[src/rtl/alu_seq_if.sv]
// Operand/opcode request channel and result/flag response channel of the sequential ALU.
// The unit owns the slave modport; the issuing stage owns the master modport.
interface alu_seq_if #(
  parameter int WIDTH = 16
) ();
  logic             in_valid;
  logic             in_ready;
  logic [WIDTH-1:0] a;
  logic [WIDTH-1:0] b;
  logic [5:0]       opcode;
  logic             out_valid;
  logic             out_ready;
  logic [WIDTH-1:0] result;
  logic [WIDTH-1:0] result_hi;
  logic             ZF;
  logic             CF;
  logic             NF;
  logic             OF;
  logic             DZ;

  modport master (
    output in_valid, a, b, opcode, out_ready,
    input  in_ready, out_valid, result, result_hi, ZF, CF, NF, OF, DZ
  );

  modport slave (
    input  in_valid, a, b, opcode, out_ready,
    output in_ready, out_valid, result, result_hi, ZF, CF, NF, OF, DZ
  );
endinterface

[src/rtl/alu_seq_unit.sv]
// Registered ALU with valid/ready handshakes, iterative shift-add MUL and restoring DIV/MOD.
// Latency: 1 cycle for single-cycle ops, WIDTH+1 cycles for MUL/DIV/MOD.
// Backpressure: one op in flight; outputs held while out_valid && !out_ready, in_ready only in IDLE.
module alu_seq_unit #(
  parameter int WIDTH = 16,
  parameter int SHW   = $clog2(WIDTH)
) (
  input logic      clk,
  input logic      rst_n,
  alu_seq_if.slave bus
);

  typedef enum logic [1:0] {S_IDLE, S_EXEC, S_DONE} state_t;

  typedef struct packed {
    logic zf;
    logic cf;
    logic nf;
    logic of;
    logic dz;
  } flags_t;

  localparam int              M        = WIDTH - 1;
  localparam logic [5:0]      OP_ADD   = 6'h09;
  localparam logic [5:0]      OP_SUB   = 6'h0A;
  localparam logic [5:0]      OP_SHR   = 6'h0B;
  localparam logic [5:0]      OP_SHL   = 6'h0C;
  localparam logic [5:0]      OP_ROR   = 6'h0D;
  localparam logic [5:0]      OP_ROL   = 6'h0E;
  localparam logic [5:0]      OP_MOV   = 6'h0F;
  localparam logic [5:0]      OP_MUL   = 6'h10;
  localparam logic [5:0]      OP_DIV   = 6'h11;
  localparam logic [5:0]      OP_MOD   = 6'h12;
  localparam logic [5:0]      OP_AND   = 6'h13;
  localparam logic [5:0]      OP_OR    = 6'h14;
  localparam logic [5:0]      OP_XOR   = 6'h15;
  localparam logic [5:0]      OP_NEG   = 6'h16;
  localparam logic [5:0]      OP_CMP   = 6'h17;
  localparam logic [5:0]      OP_TST   = 6'h18;
  localparam logic [5:0]      OP_INC   = 6'h19;
  localparam logic [5:0]      OP_DEC   = 6'h1A;
  localparam logic [WIDTH-1:0] WVAL     = WIDTH'(WIDTH);
  localparam logic [WIDTH-1:0] ONE      = WIDTH'(1);
  localparam logic [WIDTH-1:0] MSB_ONLY = {1'b1, {(WIDTH-1){1'b0}}};
  localparam logic [SHW-1:0]   CNT_LAST = SHW'(WIDTH - 1);

  state_t           state;
  logic [SHW-1:0]   cnt;
  logic [5:0]       op_q;
  logic [WIDTH-1:0] opa;
  logic [WIDTH-1:0] opb;
  logic [WIDTH-1:0] hi;
  logic [WIDTH-1:0] lo;
  logic             in_ready_q;
  logic             out_valid_q;
  logic [WIDTH-1:0] result_q;
  logic [WIDTH-1:0] result_hi_q;
  flags_t           flags_q;

  // ---------------- single-cycle datapath (operates on the live bus operands) ----------------
  logic [WIDTH:0]   add_sum;
  logic [WIDTH:0]   inc_sum;
  logic [WIDTH-1:0] sub_dif;
  logic [WIDTH-1:0] shr_m1;
  logic [WIDTH-1:0] shl_m1;
  logic [WIDTH-1:0] ror_res;
  logic [WIDTH-1:0] rol_res;
  logic [WIDTH-1:0] and_res;
  logic [SHW-1:0]   s;
  logic [SHW:0]     inv_s;
  logic             b_in_range;
  logic             b_big;
  logic             add_of;
  logic             sub_of;
  logic [WIDTH-1:0] sc_res;
  flags_t           sc_fl;
  logic             auto_zn;

  assign add_sum    = {1'b0, bus.a} + {1'b0, bus.b};
  assign inc_sum    = {1'b0, bus.a} + {1'b0, ONE};
  assign sub_dif    = bus.a - bus.b;
  assign shr_m1     = bus.a >> (bus.b - ONE);
  assign shl_m1     = bus.a << (bus.b - ONE);
  assign s          = bus.b[SHW-1:0];
  assign inv_s      = (SHW+1)'(WIDTH) - {1'b0, s};
  assign ror_res    = (bus.a >> s) | (bus.a << inv_s);
  assign rol_res    = (bus.a << s) | (bus.a >> inv_s);
  assign and_res    = bus.a & bus.b;
  assign b_in_range = (bus.b != '0) && (bus.b <= WVAL);
  assign b_big      = (bus.b >= WVAL);
  assign add_of     = (bus.a[M] == bus.b[M]) && (add_sum[M] != bus.a[M]);
  assign sub_of     = (bus.a[M] != bus.b[M]) && (sub_dif[M] != bus.a[M]);

  always_comb begin
    sc_res  = '0;
    sc_fl   = '0;
    auto_zn = 1'b1;
    case (bus.opcode)
      OP_ADD: begin sc_res = add_sum[M:0]; sc_fl.cf = add_sum[WIDTH]; sc_fl.of = add_of; end
      OP_SUB: begin sc_res = sub_dif; sc_fl.cf = (bus.a < bus.b); sc_fl.of = sub_of; end
      OP_SHR: begin
        sc_res   = b_big ? '0 : (bus.a >> bus.b);
        sc_fl.cf = b_in_range & shr_m1[0];
      end
      OP_SHL: begin
        sc_res   = b_big ? '0 : (bus.a << bus.b);
        sc_fl.cf = b_in_range & shl_m1[M];
      end
      // The last bit rotated out lands in the MSB (ROR) or LSB (ROL) of the result.
      OP_ROR: begin sc_res = ror_res; sc_fl.cf = (s != '0) & ror_res[M]; end
      OP_ROL: begin sc_res = rol_res; sc_fl.cf = (s != '0) & rol_res[0]; end
      OP_MOV: sc_res = bus.a;
      OP_AND: sc_res = and_res;
      OP_OR:  sc_res = bus.a | bus.b;
      OP_XOR: sc_res = bus.a ^ bus.b;
      OP_NEG: begin sc_res = (~bus.a) + ONE; sc_fl.of = (bus.a == MSB_ONLY); end
      OP_CMP: begin
        auto_zn  = 1'b0;
        sc_fl.cf = (bus.a < bus.b);
        sc_fl.of = sub_of;
        sc_fl.nf = sub_dif[M];
        sc_fl.zf = (bus.a == bus.b);
      end
      OP_TST: begin
        auto_zn  = 1'b0;
        sc_fl.zf = (and_res == '0);
        sc_fl.nf = and_res[M];
      end
      OP_INC: begin sc_res = inc_sum[M:0]; sc_fl.cf = inc_sum[WIDTH]; end
      OP_DEC: begin sc_res = bus.a - ONE; sc_fl.cf = (bus.a == '0); end
      default: auto_zn = 1'b0;
    endcase
    if (auto_zn) begin
      sc_fl.zf = (sc_res == '0);
      sc_fl.nf = sc_res[M];
    end
  end

  // ---------------- iterative datapath: {hi,lo} is product, or {remainder,quotient} ----------------
  logic [WIDTH:0]   mul_sum;
  logic [WIDTH:0]   div_shift;
  logic [WIDTH+1:0] div_trial;
  logic             div_ok;
  logic             div_zero;
  logic [WIDTH-1:0] step_hi;
  logic [WIDTH-1:0] step_lo;
  logic [WIDTH-1:0] fin_res;
  logic [WIDTH-1:0] fin_hi;
  flags_t           fin_fl;

  assign mul_sum   = {1'b0, hi} + (lo[0] ? {1'b0, opa} : '0);
  assign div_shift = {hi, lo[M]};
  assign div_trial = {1'b0, div_shift} - {2'b00, opb};
  assign div_ok    = ~div_trial[WIDTH+1];
  assign div_zero  = (opb == '0);
  assign step_hi   = (op_q == OP_MUL) ? mul_sum[WIDTH:1]
                   : (div_ok ? div_trial[M:0] : div_shift[M:0]);
  assign step_lo   = (op_q == OP_MUL) ? {mul_sum[0], lo[M:1]} : {lo[M-1:0], div_ok};

  always_comb begin
    fin_res = '0;
    fin_hi  = '0;
    fin_fl  = '0;
    case (op_q)
      OP_MUL: begin
        fin_res   = step_lo;
        fin_hi    = step_hi;
        fin_fl.cf = (step_hi != '0);
        fin_fl.of = (step_hi != '0);
      end
      OP_DIV: begin fin_res = div_zero ? '1 : step_lo; fin_fl.dz = div_zero; end
      default: begin fin_res = div_zero ? opa : step_hi; fin_fl.dz = div_zero; end
    endcase
    fin_fl.zf = (fin_res == '0);
    fin_fl.nf = fin_res[M];
  end

  // ---------------- control FSM with registered outputs ----------------
  always_ff @(posedge clk) begin
    if (!rst_n) begin
      state       <= S_IDLE;
      cnt         <= '0;
      op_q        <= '0;
      opa         <= '0;
      opb         <= '0;
      hi          <= '0;
      lo          <= '0;
      in_ready_q  <= 1'b1;
      out_valid_q <= 1'b0;
      result_q    <= '0;
      result_hi_q <= '0;
      flags_q     <= '0;
    end else begin
      case (state)
        S_IDLE: begin
          if (bus.in_valid) begin
            op_q       <= bus.opcode;
            opa        <= bus.a;
            opb        <= bus.b;
            in_ready_q <= 1'b0;
            if (bus.opcode == OP_MUL || bus.opcode == OP_DIV || bus.opcode == OP_MOD) begin
              hi    <= '0;
              lo    <= (bus.opcode == OP_MUL) ? bus.b : bus.a;
              cnt   <= '0;
              state <= S_EXEC;
            end else begin
              result_q    <= sc_res;
              result_hi_q <= '0;
              flags_q     <= sc_fl;
              out_valid_q <= 1'b1;
              state       <= S_DONE;
            end
          end
        end
        S_EXEC: begin
          hi  <= step_hi;
          lo  <= step_lo;
          cnt <= cnt + SHW'(1);
          if (cnt == CNT_LAST) begin
            result_q    <= fin_res;
            result_hi_q <= fin_hi;
            flags_q     <= fin_fl;
            out_valid_q <= 1'b1;
            state       <= S_DONE;
          end
        end
        S_DONE: begin
          if (bus.out_ready) begin
            out_valid_q <= 1'b0;
            in_ready_q  <= 1'b1;
            state       <= S_IDLE;
          end
        end
        default: state <= S_IDLE;
      endcase
    end
  end

  assign bus.in_ready  = in_ready_q;
  assign bus.out_valid = out_valid_q;
  assign bus.result    = result_q;
  assign bus.result_hi = result_hi_q;
  assign bus.ZF        = flags_q.zf;
  assign bus.CF        = flags_q.cf;
  assign bus.NF        = flags_q.nf;
  assign bus.OF        = flags_q.of;
  assign bus.DZ        = flags_q.dz;

endmodule

[src/flat_wrapper.sv]
// flat-port wrapper written by rule: the top's interface ports become plain ports
module alu_seq_unit_flat 
#(
  parameter int WIDTH = 16,
  parameter int SHW   = $clog2(WIDTH)
)
  (clk, rst_n, bus_in_valid, bus_a, bus_b, bus_opcode, bus_out_ready, bus_in_ready, bus_out_valid, bus_result, bus_result_hi, bus_ZF, bus_CF, bus_NF, bus_OF, bus_DZ);
  alu_seq_if #(.WIDTH(WIDTH)) bus_i ();
  input logic clk;
  input logic rst_n;
  input wire logic [$bits(bus_i.in_valid)-1:0] bus_in_valid;
  input wire logic [$bits(bus_i.a)-1:0] bus_a;
  input wire logic [$bits(bus_i.b)-1:0] bus_b;
  input wire logic [$bits(bus_i.opcode)-1:0] bus_opcode;
  input wire logic [$bits(bus_i.out_ready)-1:0] bus_out_ready;
  output wire logic [$bits(bus_i.in_ready)-1:0] bus_in_ready;
  output wire logic [$bits(bus_i.out_valid)-1:0] bus_out_valid;
  output wire logic [$bits(bus_i.result)-1:0] bus_result;
  output wire logic [$bits(bus_i.result_hi)-1:0] bus_result_hi;
  output wire logic [$bits(bus_i.ZF)-1:0] bus_ZF;
  output wire logic [$bits(bus_i.CF)-1:0] bus_CF;
  output wire logic [$bits(bus_i.NF)-1:0] bus_NF;
  output wire logic [$bits(bus_i.OF)-1:0] bus_OF;
  output wire logic [$bits(bus_i.DZ)-1:0] bus_DZ;
  assign bus_i.in_valid = bus_in_valid;
  assign bus_i.a = bus_a;
  assign bus_i.b = bus_b;
  assign bus_i.opcode = bus_opcode;
  assign bus_i.out_ready = bus_out_ready;
  assign bus_in_ready = bus_i.in_ready;
  assign bus_out_valid = bus_i.out_valid;
  assign bus_result = bus_i.result;
  assign bus_result_hi = bus_i.result_hi;
  assign bus_ZF = bus_i.ZF;
  assign bus_CF = bus_i.CF;
  assign bus_NF = bus_i.NF;
  assign bus_OF = bus_i.OF;
  assign bus_DZ = bus_i.DZ;
  alu_seq_unit #(.WIDTH(WIDTH), .SHW(SHW)) u_core (.clk(clk), .rst_n(rst_n), .bus(bus_i));
endmodule
[config.mk]
export PLATFORM = sky130hd
export DESIGN_NAME = alu_seq_unit_flat
export DESIGN_NICKNAME = d
export VERILOG_FILES = /design/src/rtl/alu_seq_if.sv /design/src/rtl/alu_seq_unit.sv /design/src/flat_wrapper.sv
export SDC_FILE = /design/constraint.sdc
export NUM_CORES = 1
export LEC_CHECK = 0
export ABC_CLOCK_PERIOD_IN_PS = 16100
export BUFFER_PORTS_ARGS = -buffer_cell sky130_fd_sc_hd__buf_2
export CAP_MARGIN = 15
export CORE_ASPECT_RATIO = 0.7
export CORE_MARGIN = 3
export CORE_UTILIZATION = 48
export CTS_BUF_LIST = sky130_fd_sc_hd__clkbuf_8
export DETAILED_ROUTE_END_ITERATION = 8
export PLACE_DENSITY = 0.65
export RECOVER_POWER = 50
export SLEW_MARGIN = 40
export SYNTH_ARGS = -nofsm -noshare
export SYNTH_HDL_FRONTEND = slang
export SYNTH_SLANG_ARGS = --single-unit
[constraint.sdc]
create_clock -name clk -period 16.1 [get_ports clk]
set_clock_uncertainty 0.15 [all_clocks]
set_input_delay 4.025 -clock clk [delete_from_list [all_inputs] [get_ports clk]]
set_output_delay 4.025 -clock clk [all_outputs]
set_load 0.05 [all_outputs]
==> results of run 1 <==
[critical path: stages]
cell and delay (ns):
buf_4 0.27, inv_1 0.07, buf_4 0.25, ha_1 0.67
buf_4 0.53, mux2_2 0.39, mux2i_1 0.50, a21o_1 0.24
o22ai_1 0.08, o21ai_0 0.56, nand2_1 0.12, or3_1 0.43
nor4_1 0.40, nor3b_1 0.36, a31o_1 0.18
[final cells by class]
cell class	count	area, um^2	area share (%)
clock inverters	14	163	1.04
flip-flops and latches	115	2300	14.8
well taps	405	507	3.25
inverters	78	294	1.89
multi-input cells	1651	11300	72.6
clock buffers	18	248	1.59
diodes	1	2.50	0.0161
repair buffers	133	753	4.83
[state kept, by name (all words and copies together) (netlist names)]
register / count
u_core.bus.result: 16
u_core.bus.result_hi: 16
u_core.hi: 16
u_core.lo: 16
u_core.opa: 16
u_core.opb: 16
u_core.op_q: 6
u_core.cnt: 4
u_core.state: 2
u_core.bus.CF: 1
u_core.bus.DZ: 1
u_core.bus.NF: 1
u_core.bus.OF: 1
u_core.bus.ZF: 1
u_core.bus.in_ready: 1
u_core.bus.out_valid: 1
[worst max path at each step]
stage / start / endpoint / slack (ns) / cells past startpoint
final: bus_b[0] / u_core.bus.ZF / 7.28 / 15
after global routing: bus_b[1] / u_core.bus.ZF / 7.16 / 14
after CTS: bus_b[0] / u_core.bus.ZF / 7.53 / 15
after detailed placement: bus_b[0] / u_core.bus.ZF / 7.04 / 15
after global placement: bus_b[0] / u_core.bus.ZF / 7.09 / 15
after floorplan: bus_b[0] / u_core.bus.ZF / 8.02 / 20
[per-layer routing]
layer	vias up	GRT usage (%)	wire length (um)
met5	-	0	144
met4	8	6.73	1260
met3	156	24.4	14600
met2	1514	52.4	26500
met1	8442	63.7	31200
li1	7439	-	-
[cell families (layout without fill, tap and decap cells)]
family	after synthesis	count (layout)	synth area share, %
other	0	1	0
muxes	144	144	13.2
DFF	115	115	15.7
AOI/OAI and AO/OA	631	631	28.6
adders and majority gates	92	92	8.01
and+or+nand+nor	730	730	23.8
buffers and inverters	247	243	7.40
xor gates and xnor gates	54	54	3.27
[report_power, final]
group          leakage, nW  switching [mW]  internal [mW]
Clock                0.206           0.132          0.156
Sequential           0.934         0.00883          0.293
Combinational         4.72           0.291          0.131
[per-stage QoR]
step,std cells,hold slack (ns),setup slack (ns)
finish,2415,0.310,7.28
global route,2414,0.328,7.16
CTS,2413,0.310,7.53
detailed placement,2381,0.300,7.04
global placement,2381,0.288,7.09
floorplan,2013,0.286,8.02
[Yosys cell counts (all sizes together) (34+ instances only)]
master / n / area share (%)
nand3: 40 / 1.4
nor3: 49 / 1.7
nand2: 203 / 5.2
nor2: 253 / 6.5
buf: 66 / 2.8
mux2i: 87 / 5.9
mux4: 34 / 5.5
dfxtp: 115 / 16
clkbuf: 103 / 2.6
nor4: 34 / 1.6
xnor2: 44 / 2.7
ha: 86 / 7.3
o21ai: 95 / 3.2
o22ai: 47 / 2.0
a21oi: 205 / 7.0
inv: 77 / 2.0
a22oi: 43 / 2.4
==> results.cfg, run 1 <==
[synthesis]
synth_area_mm2 = 0.0147
synth.yosys.warnings = 0
synth_edf_count = 0
ys_ff_latch = 115
syn_area_per_cell_um2 = 7.29
async_flop_share_pct = 0
synthFlopType = dfxtp_1
ys_seq_area_share_pct = 15.7
synth.distinct_cells = 112
synth_fp_nets = 2145
syn_inst = 2013

[setup_path]
worstReg2RegStart = u_core.lo[0]
path_class = primary input to register
path_max_fanout = 37
end_kind = register
r2r_cells = 14
worst_r2r_endpoint = u_core.bus.OF
reg2reg_slack_ns = 10.47
cp.arrival_ns = 9.09
critPathRequiredTime_ns = 16.37
cp-start-kind = primary input

[die]
dieHeight_um = 152
start_util_pct = 49.8
rows = 52
die_w_um = 215
pin_count = 81
dieArea_mm2 = 0.0327
core_area_mm2 = 0.0295

[placement]
dp_hpwl_um = 56400
placed_cell_area_mm2 = 0.0152
placement.io_buffers = 80
place.gp.congestion = 1.10

[timing]
finalSetupTns_ns = 0
worst_pin_slew_ns = 1.91
setup_viol_count_final = 0
finalMaxSlewViolations = 40
fmax_mhz = 113
finalCriticalPeriod_ns = 8.82
hold_violations = 0
grt_setup_unrepaired = no
fin_crit_sh_pct = 54.8
relSlewSlack_pct = -27.3

[global_route]
grt_usage_pct = 42.7
grt_pass1_wl_um = 106000
antenna_found_initial = 5
grt_max_degree = 95
grt.overflow.total = 0
first_global_vias = 15500

[clock_network]
cts_resized = 0
htreeDepth = 4
hold_buffers = 0
cts.sinks = 115
cts-buffers-inserted = 17
clk_pin_slew_worst_paths_ns = 0.07
clk_path_buf_depth = 2
post_cts_buffers = 0
clk_latency_ns = 0.48
root_buffer = clkbuf_8
cts_tree = built

[layout]
fin_area_mm2 = 0.0156
drive_above_1_share_pct = 10.9
finalNetCount = 2128
fillers = 2892
final_util_pct = 52.9
final_cell_mix = nor2_1 (246), a21oi_1 (204), nand2_1 (202)
areaGrowthSynthToFinish_pct = 6.23
final_common_cell = nor2_1

[detailed_routing]
route.detailed.drc = 0
post_drt_wl_per_cell_um = 30.5
wl_um = 73800
drt-pass1-iter-count = 6
drtIter0Drc = 3168
vias_per_cell = 7.27
via_count = 17600
ant_nets = 0

[pwr]
ir_drop_mv = 0.0633
power.total_mw = 1.01
leakage_nw = 5.86
powerDensity_mw_per_mm2 = 64.9

[run_status]
status = finished with violations
violations = capacitance limit, slew limit

[hold_path]
hold_end = u_core.op_q[3]
worstHoldStart = u_core.op_q[3]
holdCritPathClass = register to register
whs_path_depth = 2

[flow_run]
cap_viol_max_count = 1
(Power assumes the default switching activity.)
==> run 2, diff against run 1 <==
--- a/config.mk
+++ b/config.mk
@@ -5,7 +5,7 @@
 export SDC_FILE = /design/constraint.sdc
 export NUM_CORES = 1
 export LEC_CHECK = 0
-export ABC_CLOCK_PERIOD_IN_PS = 16100
+export ABC_CLOCK_PERIOD_IN_PS = 8480
 export BUFFER_PORTS_ARGS = -buffer_cell sky130_fd_sc_hd__buf_2
 export CAP_MARGIN = 15
 export CORE_ASPECT_RATIO = 0.7
==> constraint.sdc (replaced) <==
create_clock -name clk -period 8.48 [get_ports clk]
set_clock_uncertainty 0.15 [all_clocks]
set_input_delay 2.12 -clock clk [delete_from_list [all_inputs] [get_ports clk]]
set_output_delay 2.12 -clock clk [all_outputs]
set_load 0.05 [all_outputs]
==> run 2 against run 1 <==
  * The run still ends with capacitance limit, slew limit left
  * Global-route usage fell by 0.33 points
  * Die area did not move
  * Sequential power rose by 90%
  * First-iteration DRC count fell by 0.57%
  * Via count fell by 0.64%
  * Total power rose by 90%
  * Sequential share of layout area barely moved
  * Register-to-register slack got worse by 7.2 ns
  * Routed wire length fell by 1.8%
  * Clock power rose by 95%
  * Worst setup slack got worse by 5.4 ns
  * Highest routed layer unchanged
==> results.cfg, run 2 (synthesized netlist as in run 1, its figures left out) <==
[run_status]
status = finished with violations
violations = capacitance limit, slew limit

[setup_path]
path_class = primary input to register
end_kind = register
cp-start-kind = primary input
path_cells = buf_2 > inv_1 > ha_1 > nor3_2 > a211oi_2 > o31ai_2 > a211oi_1 > a221o_1 > a2111oi_0 > nand2_1 > nor4_1 > or3_1 > a31o_1
path_max_fanout = 28
cp_slowest_stage_delay_ns = 0.62
cp.arrival_ns = 6.89
critPathSlowestCell = a2111oi_0
critPathRequiredTime_ns = 8.75

[clock_network]
clk_pin_slew_worst_paths_ns = 0.07
cts_resized = 0
cts_tree = built
root_buffer = clkbuf_8
clk_path_buf_depth = 2
clk_latency_ns = 0.48
hold_buffers = 0
cts.sinks = 115
htreeDepth = 4
post_cts_buffers = 0
cts-buffers-inserted = 17

[layout]
final_util_pct = 52.8
final_common_cell = nor2_1
final_cell_mix = nor2_1 (246), a21oi_1 (203), nand2_1 (202)
fillers = 2906
seqCellArea_mm2 = 0.00230
finalNetCount = 2120
instances_no_fill = 2408
multi_input_area_mm2 = 0.0113
areaGrowthSynthToFinish_pct = 5.94
drive_above_1_share_pct = 10.6

[pwr]
leakage_nw = 5.83
power.total_mw = 1.93
powerDensity_mw_per_mm2 = 124
ir_drop_mv = 0.134

[timing]
fin_crit_sh_pct = 78.1
grt_setup_unrepaired = no
hold_violations = 0
finalMaxSlewViolations = 40
worst_pin_slew_ns = 2.01
finalSetupTns_ns = 0
finalCriticalPeriod_ns = 6.62
relSlewSlack_pct = -34.3
fmax_mhz = 151
setup_viol_count_final = 0
fin_ws_ns = 1.86

[die]
rows = 52
dieHeight_um = 152
die_w_um = 215
dieArea_mm2 = 0.0327
core_area_mm2 = 0.0295
start_util_pct = 49.8
pin_count = 81

[placement]
place.gp.congestion = 1.12
dp_slack_ns = 1.36
dp_hpwl_um = 55600
dpl.cell_count = 2374
placement.io_buffers = 80

[global_route]
grt_max_degree = 101
antenna_found_initial = 3
grt_usage_pct = 42.3
grt.overflow.total = 0
grt_pass1_wl_um = 105000
first_global_vias = 15500

[hold_path]
holdCritPathClass = register to register

[detailed_routing]
vias_per_cell = 7.25
via_count = 17400
drtIter0Drc = 3150
ant_nets = 0
route.detailed.drc = 0
post_drt_wl_per_cell_um = 30.1
wl_um = 72500
drt-pass1-iter-count = 7

[flow_run]
cap_viol_max_count = 1
==> run 2: metrics by stage <==
stage / hold slack, ns / area (um^2)
final: 0.307 / 15500
after floorplan: 0.286 / 14700
after global placement: 0.287 / 15100
after CTS: 0.308 / 15600
after global routing: 0.336 / 15500
after detailed placement: 0.297 / 15200
==> run 2: cell type report <==
type | instances | area share (%)
timing repair buffer | 125 | 4.45
antenna | 2 | 0.0322
multi-input combinational | 1651 | 72.9
clock inverter | 13 | 1.01
inverter | 78 | 1.89
tap | 405 | 3.26
clock buffer | 19 | 1.68
sequential | 115 | 14.8
==> run 2: worst paths after layout <==
path / start / cells after the start / to / slack (ns)
worst min-delay path: u_core.bus.result[13] / 2 / u_core.bus.result[13] / 0.31
worst max register to register: u_core.lo[0] / 14 / u_core.bus.CF / 3.29
worst max-delay path: bus_a[5] / 13 / u_core.bus.ZF / 1.86
worst min register to register: u_core.bus.result[13] / 2 / u_core.bus.result[13] / 0.31
==> run 2: power breakdown <==
part           internal (mW)  switching (mW)
sequential             0.557          0.0168
clock                  0.305           0.255
combinational          0.246           0.546
==> run 2: metal layers <==
metal / vias to the layer above / wire [um] / track usage (%)
li1: 7427 / - / -
met1: 8378 / 31100 / 62.8
met2: 1483 / 25800 / 51.6
met3: 150 / 14200 / 24.7
met4: 8 / 1270 / 7.04
met5: - / 151 / 1.88
==> run 2: worst max-delay path, delay by kind of cell <==
kind	cells	cell delay, ns
buffers and inverters	2	0.93
adder cells (fa/ha/maj)	1	0.53
AND/OR/NAND/NOR	4	1.10
AO/OA/AOI/OAI	6	2.18
